===== src/rtl/decode_unit.sv =====
// decode_unit: RV32I instruction decode stage.
// Classifies each instruction word, extracts the sign-extended immediate,
// register/funct fields and the PC-increment operation, and holds the result
// in a two-entry (main + skid) buffer so one instruction per cycle is sustained
// under backpressure. All outputs are registered.
//
// Optional feature macro: DECODE_ILLEGAL_TRAP_EN
//   defined   - invalid instructions are flagged (o_illegal=1, pc op = hold) and,
//               once delivered, the stage halts until reset.
//   undefined - invalid instructions pass through as type 7 NOPs; no halt state.
module decode_unit #(
  parameter int XLEN = 32
) (
  input  logic            clk,
  input  logic            rstn,
  input  logic            i_instr_valid,
  output logic            o_instr_ready,
  input  logic [XLEN-1:0] i_instr_data,
  output logic            o_dec_valid,
  input  logic            i_dec_ready,
  output logic [2:0]      o_instr_type,
  output logic [XLEN-1:0] o_imm_data,
  output logic [1:0]      o_pc_incr_op,
  output logic [4:0]      o_rd_addr,
  output logic [4:0]      o_rs1_addr,
  output logic [4:0]      o_rs2_addr,
  output logic [2:0]      o_funct3,
  output logic [6:0]      o_funct7,
  output logic            o_illegal
);

  // Major opcodes on instr[6:0]
  localparam logic [6:0] OPC_LUI      = 7'b0110111;
  localparam logic [6:0] OPC_AUIPC    = 7'b0010111;
  localparam logic [6:0] OPC_JAL      = 7'b1101111;
  localparam logic [6:0] OPC_JALR     = 7'b1100111;
  localparam logic [6:0] OPC_BRANCH   = 7'b1100011;
  localparam logic [6:0] OPC_LOAD     = 7'b0000011;
  localparam logic [6:0] OPC_STORE    = 7'b0100011;
  localparam logic [6:0] OPC_OP_IMM   = 7'b0010011;
  localparam logic [6:0] OPC_OP       = 7'b0110011;
  localparam logic [6:0] OPC_MISC_MEM = 7'b0001111;
  localparam logic [6:0] OPC_SYSTEM   = 7'b1110011;

  typedef enum logic [2:0] {
    TYPE_R   = 3'd0,
    TYPE_I   = 3'd1,
    TYPE_S   = 3'd2,
    TYPE_B   = 3'd3,
    TYPE_U   = 3'd4,
    TYPE_J   = 3'd5,
    TYPE_INV = 3'd7
  } instr_type_e;

  typedef enum logic [1:0] {
    PC_PLUS4    = 2'b00,
    PC_PLUS_IMM = 2'b01,
    PC_RS1_IMM  = 2'b10,
    PC_HOLD     = 2'b11
  } pc_op_e;

  typedef struct packed {
    instr_type_e     itype;
    logic [XLEN-1:0] imm;
    pc_op_e          pc_op;
    logic [4:0]      rd;
    logic [4:0]      rs1;
    logic [4:0]      rs2;
    logic [2:0]      funct3;
    logic [6:0]      funct7;
    logic            illegal;
  } bundle_t;

  typedef enum logic [1:0] {
    S_EMPTY = 2'd0,
    S_ONE   = 2'd1,
    S_FULL  = 2'd2
`ifdef DECODE_ILLEGAL_TRAP_EN
    ,
    S_HALT  = 2'd3
`endif
  } state_e;

  state_e          state;
  bundle_t         dec;
  bundle_t         main_q;
  bundle_t         skid_q;
  logic            ready_q;
  logic            valid_q;
  logic            in_hs;
  logic            out_hs;
  logic [XLEN-1:0] w;

  assign w      = i_instr_data;
  assign in_hs  = i_instr_valid & ready_q;
  assign out_hs = valid_q & i_dec_ready;

  // Combinational decode of the incoming instruction word.
  always_comb begin
    // NOTE: every field gets a default before the case so no latch is inferred.
    dec         = '0;
    dec.itype   = TYPE_INV;
    dec.pc_op   = PC_PLUS4;
    dec.rd      = w[11:7];
    dec.rs1     = w[19:15];
    dec.rs2     = w[24:20];
    dec.funct3  = w[14:12];
    dec.funct7  = w[31:25];
    dec.illegal = 1'b0;
    case (w[6:0])
      OPC_LUI, OPC_AUIPC: begin
        dec.itype = TYPE_U;
        dec.imm   = {{(XLEN-20){w[31]}}, w[31:12]} << 12;
      end
      OPC_JAL: begin
        dec.itype = TYPE_J;
        dec.imm   = {{(XLEN-20){w[31]}}, w[19:12], w[20], w[30:21], 1'b0};
        dec.pc_op = PC_PLUS_IMM;
      end
      OPC_JALR: begin
        dec.itype = TYPE_I;
        dec.imm   = {{(XLEN-12){w[31]}}, w[31:20]};
        dec.pc_op = PC_RS1_IMM;
      end
      OPC_LOAD, OPC_OP_IMM, OPC_MISC_MEM, OPC_SYSTEM: begin
        dec.itype = TYPE_I;
        dec.imm   = {{(XLEN-12){w[31]}}, w[31:20]};
      end
      OPC_STORE: begin
        dec.itype = TYPE_S;
        dec.imm   = {{(XLEN-12){w[31]}}, w[31:25], w[11:7]};
      end
      OPC_BRANCH: begin
        dec.itype = TYPE_B;
        dec.imm   = {{(XLEN-12){w[31]}}, w[7], w[30:25], w[11:8], 1'b0};
        dec.pc_op = PC_PLUS_IMM;
      end
      OPC_OP: begin
        dec.itype = TYPE_R;
      end
      default: begin
        // Unknown opcode or instr[1:0] != 2'b11: type 7, immediate 0.
`ifdef DECODE_ILLEGAL_TRAP_EN
        dec.illegal = 1'b1;
        dec.pc_op   = PC_HOLD;
`else
        dec.pc_op   = PC_PLUS4;
`endif
      end
    endcase
  end

  // Buffer control FSM: moves bundles between input, skid and main entries
  // and registers the ready/valid handshake outputs.
  always_ff @(posedge clk) begin
    // NOTE: sequential state uses non-blocking assignments so every register
    // samples pre-edge values regardless of statement order.
    if (!rstn) begin
      // NOTE: both entries are reset because main drives the outputs, which
      // must read zero during reset; skid is cleared so no stale word survives.
      state   <= S_EMPTY;
      main_q  <= '0;
      skid_q  <= '0;
      ready_q <= 1'b0;
      valid_q <= 1'b0;
    end else begin
      case (state)
        S_EMPTY: begin
          ready_q <= 1'b1;
          if (in_hs) begin
            main_q  <= dec;
            valid_q <= 1'b1;
            state   <= S_ONE;
          end
        end
        S_ONE: begin
`ifdef DECODE_ILLEGAL_TRAP_EN
          if (out_hs && main_q.illegal) begin
            main_q  <= '0;
            ready_q <= 1'b0;
            valid_q <= 1'b0;
            state   <= S_HALT;
          end else
`endif
          if (in_hs && out_hs) begin
            // Consumer drains main while a new word arrives: overwrite main.
            main_q <= dec;
          end else if (in_hs) begin
            // Output stalled: park the new word in skid and stop accepting.
            skid_q  <= dec;
            ready_q <= 1'b0;
            state   <= S_FULL;
          end else if (out_hs) begin
            valid_q <= 1'b0;
            state   <= S_EMPTY;
          end
        end
        S_FULL: begin
          if (out_hs) begin
`ifdef DECODE_ILLEGAL_TRAP_EN
            if (main_q.illegal) begin
              main_q  <= '0;
              ready_q <= 1'b0;
              valid_q <= 1'b0;
              state   <= S_HALT;
            end else begin
              main_q  <= skid_q;
              ready_q <= 1'b1;
              state   <= S_ONE;
            end
`else
            main_q  <= skid_q;
            ready_q <= 1'b1;
            state   <= S_ONE;
`endif
          end
        end
`ifdef DECODE_ILLEGAL_TRAP_EN
        S_HALT: begin
          ready_q <= 1'b0;
          valid_q <= 1'b0;
        end
`endif
        default: begin
          state   <= S_EMPTY;
          ready_q <= 1'b0;
          valid_q <= 1'b0;
        end
      endcase
    end
  end

  assign o_instr_ready = ready_q;
  assign o_dec_valid   = valid_q;
  assign o_instr_type  = main_q.itype;
  assign o_imm_data    = main_q.imm;
  assign o_pc_incr_op  = main_q.pc_op;
  assign o_rd_addr     = main_q.rd;
  assign o_rs1_addr    = main_q.rs1;
  assign o_rs2_addr    = main_q.rs2;
  assign o_funct3      = main_q.funct3;
  assign o_funct7      = main_q.funct7;
  assign o_illegal     = main_q.illegal;

endmodule


===== config.mk =====
export PLATFORM = sky130hd
export DESIGN_NAME = decode_unit
export DESIGN_NICKNAME = d
export VERILOG_FILES = /design/src/rtl/decode_unit.sv
export SDC_FILE = /design/constraint.sdc
export NUM_CORES = 1
export LEC_CHECK = 0
export CORE_AREA = 5 5 122 124
export DETAILED_ROUTE_END_ITERATION = 8
export DIE_AREA = 0 0 127 129
export PLACE_DENSITY = 0.68
export SLEW_MARGIN = 30
export SYNTH_ARGS = -nofsm -noshare
export SYNTH_HDL_FRONTEND = slang
export SYNTH_SLANG_ARGS = --single-unit

===== constraint.sdc =====
create_clock -name clk -period 2.8 [get_ports clk]
set_clock_uncertainty 0.2 [all_clocks]
set_input_delay 0.56 -clock clk [delete_from_list [all_inputs] [get_ports clk]]
set_output_delay 0.56 -clock clk [all_outputs]
set_load 0.05 [all_outputs]

After elaboration in Yosys (flattened, before gate mapping)
Index checks and enable logic that the tools add are counted.
- word-level logic and storage cells: 78
- output and inout port bits: 65
- register bits: 129
- bits of input ports: 36
- muxes and demuxes: 22
- equal/unequal tests: 21
- reduce and logical (&&, ||, !) cells: 11
- bitwise operators: 4
- operators by type and width (kind ; number):
    $mux W63 ; 3
    $pmux W63 S3 ; 1
    $pmux W32 S5 ; 1
    $eq A7 B7 Y1 const B ; 4
    $eq A7 B6 Y1 const B ; 3
    $pmux W3 S6 ; 1
    $eq A7 B5 Y1 const B ; 2
    $ne A2 B2 Y1 const B ; 7
    $mux W2 ; 5
    $reduce_and A4 Y1 ; 2
    $eq A7 B2 Y1 const B ; 1
    $eq A7 B4 Y1 const B ; 1
    $mux W1 ; 7
    $pmux W1 S3 ; 2
    $pmux W2 S3 ; 1
    $reduce_and A3 Y1 ; 2
    $reduce_and A5 Y1 ; 1
    $reduce_or A5 Y1 ; 1
    $pmux W2 S2 ; 1
    $reduce_or A2 Y1 ; 2
    $ne A3 B3 Y1 const B ; 1
    $reduce_bool A3 Y1 ; 1
    $and A1 B1 Y1 ; 2
    $eq A2 B1 Y1 const B ; 1
    4 further kinds ; 5

Longest topological paths before layout
Gate-level depths: netlist (run 1).
- word-level depth: 5
- depth in mapped cells: 7

Worst setup path before layout (run 1)
No wires, ideal clock.
- path type: input port to flip-flop
- start point: in i_instr_data[5]
- end point: reg main_q, in the netlist o_imm_data[20]
- arrival: 1.698 ns
- cell stages on the path: 7
- setup slack: 0.764 ns
- cells stage by stage: buf_4 and2_0 clkbuf_1 o21a_2 o21ai_2 buf_4 a311oi_2
- word-level cells in the longest chain between the ends: 5
- ends and longest elaborated chain (element ; line ; RTL):
    start, declared ; 18 ; input logic [XLEN-1:0] i_instr_data,
    $eq A7 B2 Y1 (tied with other cells) ; 110 ; case (w[6:0])
    $reduce_or A5 Y1 (no source line) / $reduce_or A2 Y1 (equally long branches) ; n/a ;
    $pmux W32 S5 * ; 110 ;
    $mux W63, on equally long branches ; 185, 170 ;
    $pmux W63 S3 * ; 167 ; case (state)
    end signal, assigned ; 212 ; main_q <= skid_q;
    end, declared ; 86 ; bundle_t main_q;
Every way passes the cells marked *; elsewhere a longest branch is shown, timed or not. The select of a mux whose other input is x is not followed.
A chain may end at the register's enable or synchronous reset.

Final worst setup path (run 1)
- start point: reg ready_q, in the netlist o_instr_ready
- end point: out o_instr_ready
- RTL lines (element ; line ; RTL):
    start, declared ; 88 ; logic ready_q;
    start signal, assigned ; 164 ; ready_q <= 1'b0;
    start signal, assigned ; 169 ; ready_q <= 1'b1;
    start signal, assigned ; 191 ; ready_q <= 1'b0;
    end, declared ; 17 ; output logic o_instr_ready,
No word-level cell between the ends.

==> results.cfg, run 1 <==
[outcome]
outcome = completed

[timing]
post-route-period-util_pct = 89.2
min_period_ns = 2.50
setup_viol_count_final = 0
maxSlewViolCount = 0
tightest_slew_ns = 0.781
rsz0062_at_grt = false
hold_violations = 0
timing.fmax_mhz = 401
finalSetupTns_ns = 0
worst_slack_ns = 0.303
slew_headroom_pct = 47.9

[route]
drtAntennaViolNets = 0
vias = 5665
routed-wl-met2_mm = 8.84
drtPass1Iterations = 5
dr.max_layer_used = met4
routedWlPerCell_um = 18.4
drt_iter0_drc = 490
drc = 0
wl_met1_mm = 8.25
wirelength_mm = 18.4
wl_met3_um = 889
via_per_inst = 5.67

[cells_and_area]
diodes = 0
area_growth_pct = 31.7
finalNonFillerCells = 1000
multi_input_area_um2 = 3070
drive_gt1_share_pct = 12.4
layout.area.seq_um2 = 2560
fillers = 1216
num-nets-final = 843

[worst_setup_path]
cpPeakStageDelay_ns = 0.86
worstPathRequired_ns = 2.04
slowest_stage = clkdlybuf4s50_1
cp_num_buf_inv = 1
ff2ff_setup_slack_ns = 0.75
critPathTopFamily = buffers and inverters
critPathCaptureType = primary output
worst_setup_path_start_kind = flop
cp_data_arrival_time_ns = 1.74
reg2reg_from = state[1]
cp_cell_sequence = clkdlybuf4s50_1
r2r_end = o_imm_data[26]
crit_fanout = 6
path_class = reg2out
reg2reg_depth = 5

[floorplanning]
core_um2 = 13700
io_pins = 101
fp.dieH_um = 129
fp.dieArea_um2 = 16400
initial_core_util_pct = 43.8
num_rows = 43
die_x_um = 127

[flow_run]
cap_violations = 0

[synth]
ys.flop_type = dfxtp_1
synth_top_cell_area_share_pct = 42.9
yosys_warnings = 0
synthTopCellsByArea = dfxtp_1 (43%), nand2_1 (9.6%), a21oi_1 (5.4%)
seq_area_frac_synth_pct = 42.9
synth_edf_count = 0
yosysTopAreaCell = dfxtp_1
synth_cell_types = 65
async_flop_share_pct = 0
syn_inst = 718
syn_nets = 754
avgSynthCellArea_um2 = 8.33
syn_area_um2 = 5980
synth-seq-cells = 128

[worst_hold_path]
hp-class = reg2reg
hold_path_startpoint = skid_q[19]
whs_endpoint = skid_q[19]
holdPathStages = 2

[global_route]
grt_usage_pct = 22.6
first_global_vias = 5535
grt_max_degree = 73
grt_pass1_wl_mm = 29.2
grt_antenna_before_repair = 0
grt.overflow.total = 0

[power_and_ir_drop]
p_per_area_nw_per_um2 = 676
leakagePower_nw = 2.82
peakVddDrop_mv = 0.382

[clocking]
post_cts_buffers = 0
cts-resized-gates = 0
cts_made_buffers = 17
clock_latency_ns = 0.42
cts-root-buf = clkbuf_16
clk_pin_slew_ns = 0.05
clockBufferDepth = 2
numClockSinks = 128
cts_tree = done
hold_buffers = 0
htreeDepth = 4

[place]
place.gp.congestion = 0.904
post-place-ws_ns = -0.0458
placed_cells = 968
portBuffers = 99
dpl.hpwl_mm = 12.7
-- through the flow --
stage	utilization (%)	total power [mW]	hold slack [ns]	instance area (µm²)
6_report	57.6	5.33	0.253	7880
5_1_grt	57.6	5.52	0.275	7880
4_1_cts	57.6	5.36	0.254	7880
3_5_place_dp	53.0	3.00	0.247	7240
3_3_place_gp	53.0	2.99	0.242	7240
2_1_floorplan	-	2.63	0.232	5980
-- worst max path at each step --
stage                                from              to  slack, ns  cells past startpoint
after global routing      i_instr_data[5]  o_imm_data[14]       0.23                      6
after global placement        i_dec_ready  o_imm_data[11]      -0.04                      5
final                       o_instr_ready   o_instr_ready       0.30                      1
after CTS                   o_instr_ready   o_instr_ready       0.29                      1
after floorplan           i_instr_data[5]  o_imm_data[20]       0.76                      7
after detailed placement  i_instr_data[5]  o_imm_data[16]      -0.05                      6
-- sequential cells by signal, summed over array words and instances (netlist names) --
name,count
o_rd_addr,5
o_instr_type,3
skid_q,62
o_dec_valid,1
o_rs1_addr,5
o_instr_ready,1
state,2
o_pc_incr_op,2
o_funct7,7
o_rs2_addr,5
o_imm_data,32
o_funct3,3
-- where the power goes --
part | switching, mW | internal [mW]
Combinational | 0.623 | 0.355
Clock | 0.827 | 1.54
Sequential | 0.0623 | 1.92
-- Yosys cell counts (all sizes together), types with 2 or more instances --
cell type and n:
a211o 2, a211oi 2, a21oi 66, a221oi 9
a311oi 37, a31oi 20, a32o 5, and2 4
and3 2, and3b 4, and4b 2, buf 39
clkbuf 29, dfxtp 128, inv 4, mux2i 15
nand2 154, nand2b 16, nand3 11, nand3b 2
nand4b 2, nor2 46, nor2b 2, nor3 7
nor3b 3, nor4 4, nor4bb 2, o211a 2
o211ai 18, o21a 2, o21ai 51, o21bai 7
o2bb2ai 3, or2 2
-- cell type report --
cell class | count | share of cell area (%)
inverters | 4 | 0.191
repair buffers | 138 | 17.4
flip-flops and latches | 128 | 32.5
multi-input cells | 518 | 38.9
well taps | 180 | 2.86
clock inverters | 13 | 2.33
clock buffers | 19 | 5.75
-- worst reg2reg max path: cells and delay by family (launching register included) --
kind / cells / cell delay (ns)
AND/OR/NAND/NOR: 2 / 0.62
flip-flops: 1 / 0.46
buffers and inverters: 1 / 0.35
multiplexers: 1 / 0.18
AO/OA/AOI/OAI: 1 / 0.08
-- cells in the final DEF (no fill, tap or decap), drive strengths merged, types with 7 or more instances in the layout --
cell type and instances:
nand2 154, dfxtp 128, clkdlybuf4s50 99, a21oi 66, o21ai 51, nor2 46
buf 39, a311oi 37, a31oi 20, clkbuf 19, o211ai 18, nand2b 16
mux2i 15, nand3 11, a221oi 9, o21bai 7, nor3 7
-- cells by family after synthesis --
family	share of synthesized area, %
AOI/OAI and AO/OA	27.3
DFF	42.9
buffers and inverters	5.94
and+or+nand+nor	21.3
other	0.0627
muxes	2.51
-- metal layers --
layer	vias to the layer above	track usage, %
li1	2768	-
met1	2689	28.7
met2	179	37.3
met3	29	4.28
met4	0	10.3
met5	-	0
Power figures use the tool's default switching activity.
==> run 2: changes to the inputs <==
CORE_AREA = 2 2 119 121   (was 5 5 122 124)
DIE_AREA = 0 0 121 123   (was 0 0 127 129)
==> results.cfg, run 2 (same netlist as run 1, synthesis figures left out) <==
[outcome]
outcome = completed

[worst_setup_path]
cp_cell_sequence = clkdlybuf4s50_1
reg2reg_depth = 4
slowest_stage = clkdlybuf4s50_1
r2r_end = o_funct7[2]
critPathTopFamily = buffers and inverters
ff2ff_setup_slack_ns = 0.64
worst-path-stages = 1
cp_num_buf_inv = 1
worst_setup_path_start_kind = flop
cpPeakStageDelay_ns = 0.85
path_class = reg2out
cp_data_arrival_time_ns = 1.70
worstPathRequired_ns = 2.04
reg2reg_from = state[1]
critPathCaptureType = primary output
crit_fanout = 6

[clocking]
cts_made_buffers = 17
cts_tree = done
htreeDepth = 4
hold_buffers = 0
cts-root-buf = clkbuf_16
numClockSinks = 128
clk_pin_slew_ns = 0.05
clock_latency_ns = 0.41
cts-resized-gates = 0
post_cts_buffers = 0
clockBufferDepth = 2

[place]
dpl.hpwl_mm = 12.1
place.gp.congestion = 0.888
portBuffers = 99

[route]
drtPass1Iterations = 5
drtAntennaViolNets = 0
routed-wl-met2_mm = 8.25
drc = 0
via_per_inst = 5.75
wl_met1_mm = 8.01
routedWlPerCell_um = 17.9
dr.max_layer_used = met4
drt_iter0_drc = 426
wl_met3_um = 986
wirelength_mm = 17.8
vias = 5718

[timing]
maxSlewViolCount = 0
hold_ws_ns = 0.255
tightest_slew_ns = 0.766
min_period_ns = 2.46
rsz0062_at_grt = false
finalSetupTns_ns = 0
timing.fmax_mhz = 406
setup_viol_count_final = 0
post-route-period-util_pct = 87.9
slew_headroom_pct = 48.9
hold_violations = 0

[cells_and_area]
regMostFlops = skid_q
largest_reg_flops = 62
num-nets-final = 838
layout_commonest_cell = nand2_1
area_growth_pct = 29.2
diodes = 0
final_cell_mix = nand2_1 (153), dfxtp_1 (128), clkdlybuf4s50_1 (99)
drive_gt1_share_pct = 11.3

[worst_hold_path]
whs_endpoint = skid_q[20]
hp-class = reg2reg
holdPathStages = 2
hold_path_startpoint = skid_q[20]

[floorplanning]
fp.dieH_um = 123
core_um2 = 13600
die_x_um = 121
initial_core_util_pct = 43.9
io_pins = 101
num_rows = 43
fp.dieArea_um2 = 14900

[global_route]
grt_pass1_wl_mm = 27.9
grt_antenna_before_repair = 0
grt.overflow.total = 0
grt_max_degree = 79
first_global_vias = 5399
grt_usage_pct = 24.2

[power_and_ir_drop]
p_per_area_nw_per_um2 = 651
peakVddDrop_mv = 0.366
leakagePower_nw = 2.75

[flow_run]
cap_violations = 0
## run 2: cell types whose count changed in the layout (fill, tap and decap cells not counted), sizes merged
cell / change
buf: -5
inv: -1
bufinv: -3
clkbuf: +6
clkinvlp: -3
## run 2: per-layer routing
metal | GRT usage, % | vias to the layer above
met5 | 0 | -
met4 | 12.1 | 0
met3 | 4.61 | 33
met2 | 39.0 | 181
met1 | 31.1 | 2753
li1 | - | 2751
## run 2: final cells by class
class	count	area, µm²
Sequential cell	128	2560
Tap cell	180	225
Inverter	4	15.0
Timing Repair Buffer	133	1300
Clock inverter	6	55.1
Multi-Input combinational cell	518	3070
Clock buffer	25	505
Fill cell	1240	5890
## run 2: how the worst max path moves through the flow
stage / end / slack [ns] / from
3_3_place_gp: o_imm_data[11] / -0.03 / i_instr_data[3]
3_5_place_dp: o_imm_data[11] / -0.02 / i_instr_data[3]
5_1_grt: o_imm_data[16] / 0.23 / i_instr_data[5]
2_1_floorplan: o_imm_data[20] / 0.76 / i_instr_data[5]
4_1_cts: o_instr_ready / 0.33 / o_instr_ready
6_report: o_instr_ready / 0.34 / o_instr_ready
## run 2: where the power goes
part / total [mW] / switching [mW] / leakage (nW) / internal (mW)
clock: 2.09 / 0.761 / 0.283 / 1.32
sequential: 1.98 / 0.0604 / 1.04 / 1.92
combinational: 0.959 / 0.617 / 1.43 / 0.342
## run 2: stage by stage
step           utilization, %  total power, mW  cells  worst slack (ns)  area (µm²)
5_1_grt                  56.8             5.21    994             0.229        7720
4_1_cts                  56.8             5.06    994             0.326        7720
3_3_place_gp             52.6             2.96    963           -0.0283        7160
2_1_floorplan               -             2.63    718             0.764        5980
6_report                 56.8             5.03    994             0.338        7720
3_5_place_dp             52.6             2.98    963           -0.0244        7160
==> run 3: changes to the inputs <==
CAP_MARGIN = 20   (was not set)
CORE_AREA = 2 2 101 142   (was 2 2 119 121)
CTS_CLUSTER_SIZE = 25   (was not set)
DIE_AREA = 0 0 103 144   (was 0 0 121 123)
==> results.cfg, run 3 (same netlist as run 1, synthesis figures left out) <==
[outcome]
outcome = completed

[timing]
worst_slack_ns = 0.327
maxSlewViolCount = 0
min_period_ns = 2.47
post-route-period-util_pct = 88.3
hold_violations = 0
setup_viol_count_final = 0
rsz0062_at_grt = false
slew_headroom_pct = 59.2
tightest_slew_ns = 0.608
timing.fmax_mhz = 404

[global_route]
grt.overflow.total = 0
first_global_vias = 5618
grt_max_degree = 78
grt_usage_pct = 24.1
grt_antenna_before_repair = 0
grt_pass1_wl_mm = 27.9

[worst_setup_path]
crit_top_cell = nor4_4
path_class = in2reg
slowest_stage = clkdlybuf4s50_1
crit_fanout = 9
worstPathRequired_ns = 2.87
critPathCaptureType = flop
cp_data_arrival_time_ns = 2.54
worst_setup_path_start_kind = primary input
cp_cell_sequence = clkdlybuf4s50_1 -> nor2b_1 -> nor4_4 -> nor4_4 -> a221oi_1
cpPeakStageDelay_ns = 0.68

[route]
drtPass1Iterations = 5
vias = 5694
drtAntennaViolNets = 0
routedWlPerCell_um = 17.6
drt_iter0_drc = 382
wirelength_mm = 17.6
drc = 0
via_per_inst = 5.70

[floorplanning]
io_pins = 101
core_um2 = 13700
fp.dieArea_um2 = 14800
num_rows = 51
initial_core_util_pct = 43.8
die_x_um = 103
fp.dieH_um = 144

[cells_and_area]
fin_util_pct = 56.9
num-nets-final = 838
drive_gt1_share_pct = 11.7
regMostFlops = skid_q
finalInstanceArea_um2 = 7780
diodes = 0
area_growth_pct = 30.0
final_cell_mix = nand2_1 (153), dfxtp_1 (128), clkdlybuf4s50_1 (99)
largest_reg_flops = 62
layout_commonest_cell = nand2_1

[clocking]
post_cts_buffers = 0
hold_buffers = 0
cts_tree = done
cts-resized-gates = 0
cts_made_buffers = 17
cts-root-buf = clkbuf_16
clockBufferDepth = 2
numClockSinks = 128
clock_latency_ns = 0.41
htreeDepth = 4
clk_pin_slew_ns = 0.06

[power_and_ir_drop]
power_mw = 5.21
leakagePower_nw = 2.76
peakVddDrop_mv = 0.357
p_per_area_nw_per_um2 = 670

[place]
place.gp.congestion = 0.880
post-place-ws_ns = -0.0637
portBuffers = 99
placed_area_um2 = 7170
dpl.hpwl_mm = 11.9

[flow_run]
cap_violations = 0

[worst_hold_path]
hp-class = reg2reg
==> run 3: changes by cell type in the layout (fill, tap and decap cells not counted), sizes merged <==
cell	previous run	this run
clkbuf	25	17
clkinvlp	0	3
inv	4	9
bufinv	1	3
clkinv	5	3
==> run 3: stage by stage <==
stage | instances | hold WS [ns] | TNS, ns
2_1_floorplan | 718 | 0.232 | 0
3_3_place_gp | 968 | 0.239 | 0
3_5_place_dp | 968 | 0.247 | -0.432
4_1_cts | 999 | 0.255 | 0
5_1_grt | 999 | 0.266 | 0
6_report | 999 | 0.257 | 0
==> run 3: area by class of cell <==
type / instances / area [µm²]
clock inverter: 14 / 181
inverter: 4 / 15.0
clock buffer: 17 / 425
fill: 1290 / 5880
timing repair buffer: 133 / 1300
sequential: 128 / 2560
multi-input combinational: 518 / 3060
tap: 185 / 231
==> run 3: routing by layer <==
layer	global-route usage (%)	vias up	part of all wire (%)	wire length, µm
met5	0	-	0	0
met3	5.07	35	6.5	1140
met4	11.6	0	3.0	533
li1	-	2751	-	-
met1	28.5	2681	39	6950
met2	41.1	227	51	8990
==> run 3: worst max-delay path, delay by kind of cell <==
kind,cells,cell delay [ns]
AO/OA/AOI/OAI,1,0.19
buffers and inverters,1,0.68
AND/OR/NAND/NOR,3,1.10
==> run 3: final timing paths <==
| path | startpoint | to | slack [ns] | cells after the start |
|---|---|---|---|---|
| max | i_instr_data[6] | o_imm_data[15] | 0.33 | 5 |
| min | skid_q[27] | skid_q[27] | 0.26 | 2 |
| max reg2reg | state[1] | o_funct3[1] | 0.73 | 4 |
| min reg2reg | skid_q[27] | skid_q[27] | 0.26 | 2 |
==> run 3: where the power goes <==
group / switching, mW / leakage [nW] / internal, mW / total (mW)
combinational: 0.615 / 1.43 / 0.341 / 0.957
sequential: 0.0622 / 1.04 / 1.92 / 1.98
clock: 0.860 / 0.289 / 1.41 / 2.27
total: 1.54 / 2.76 / 3.68 / 5.21
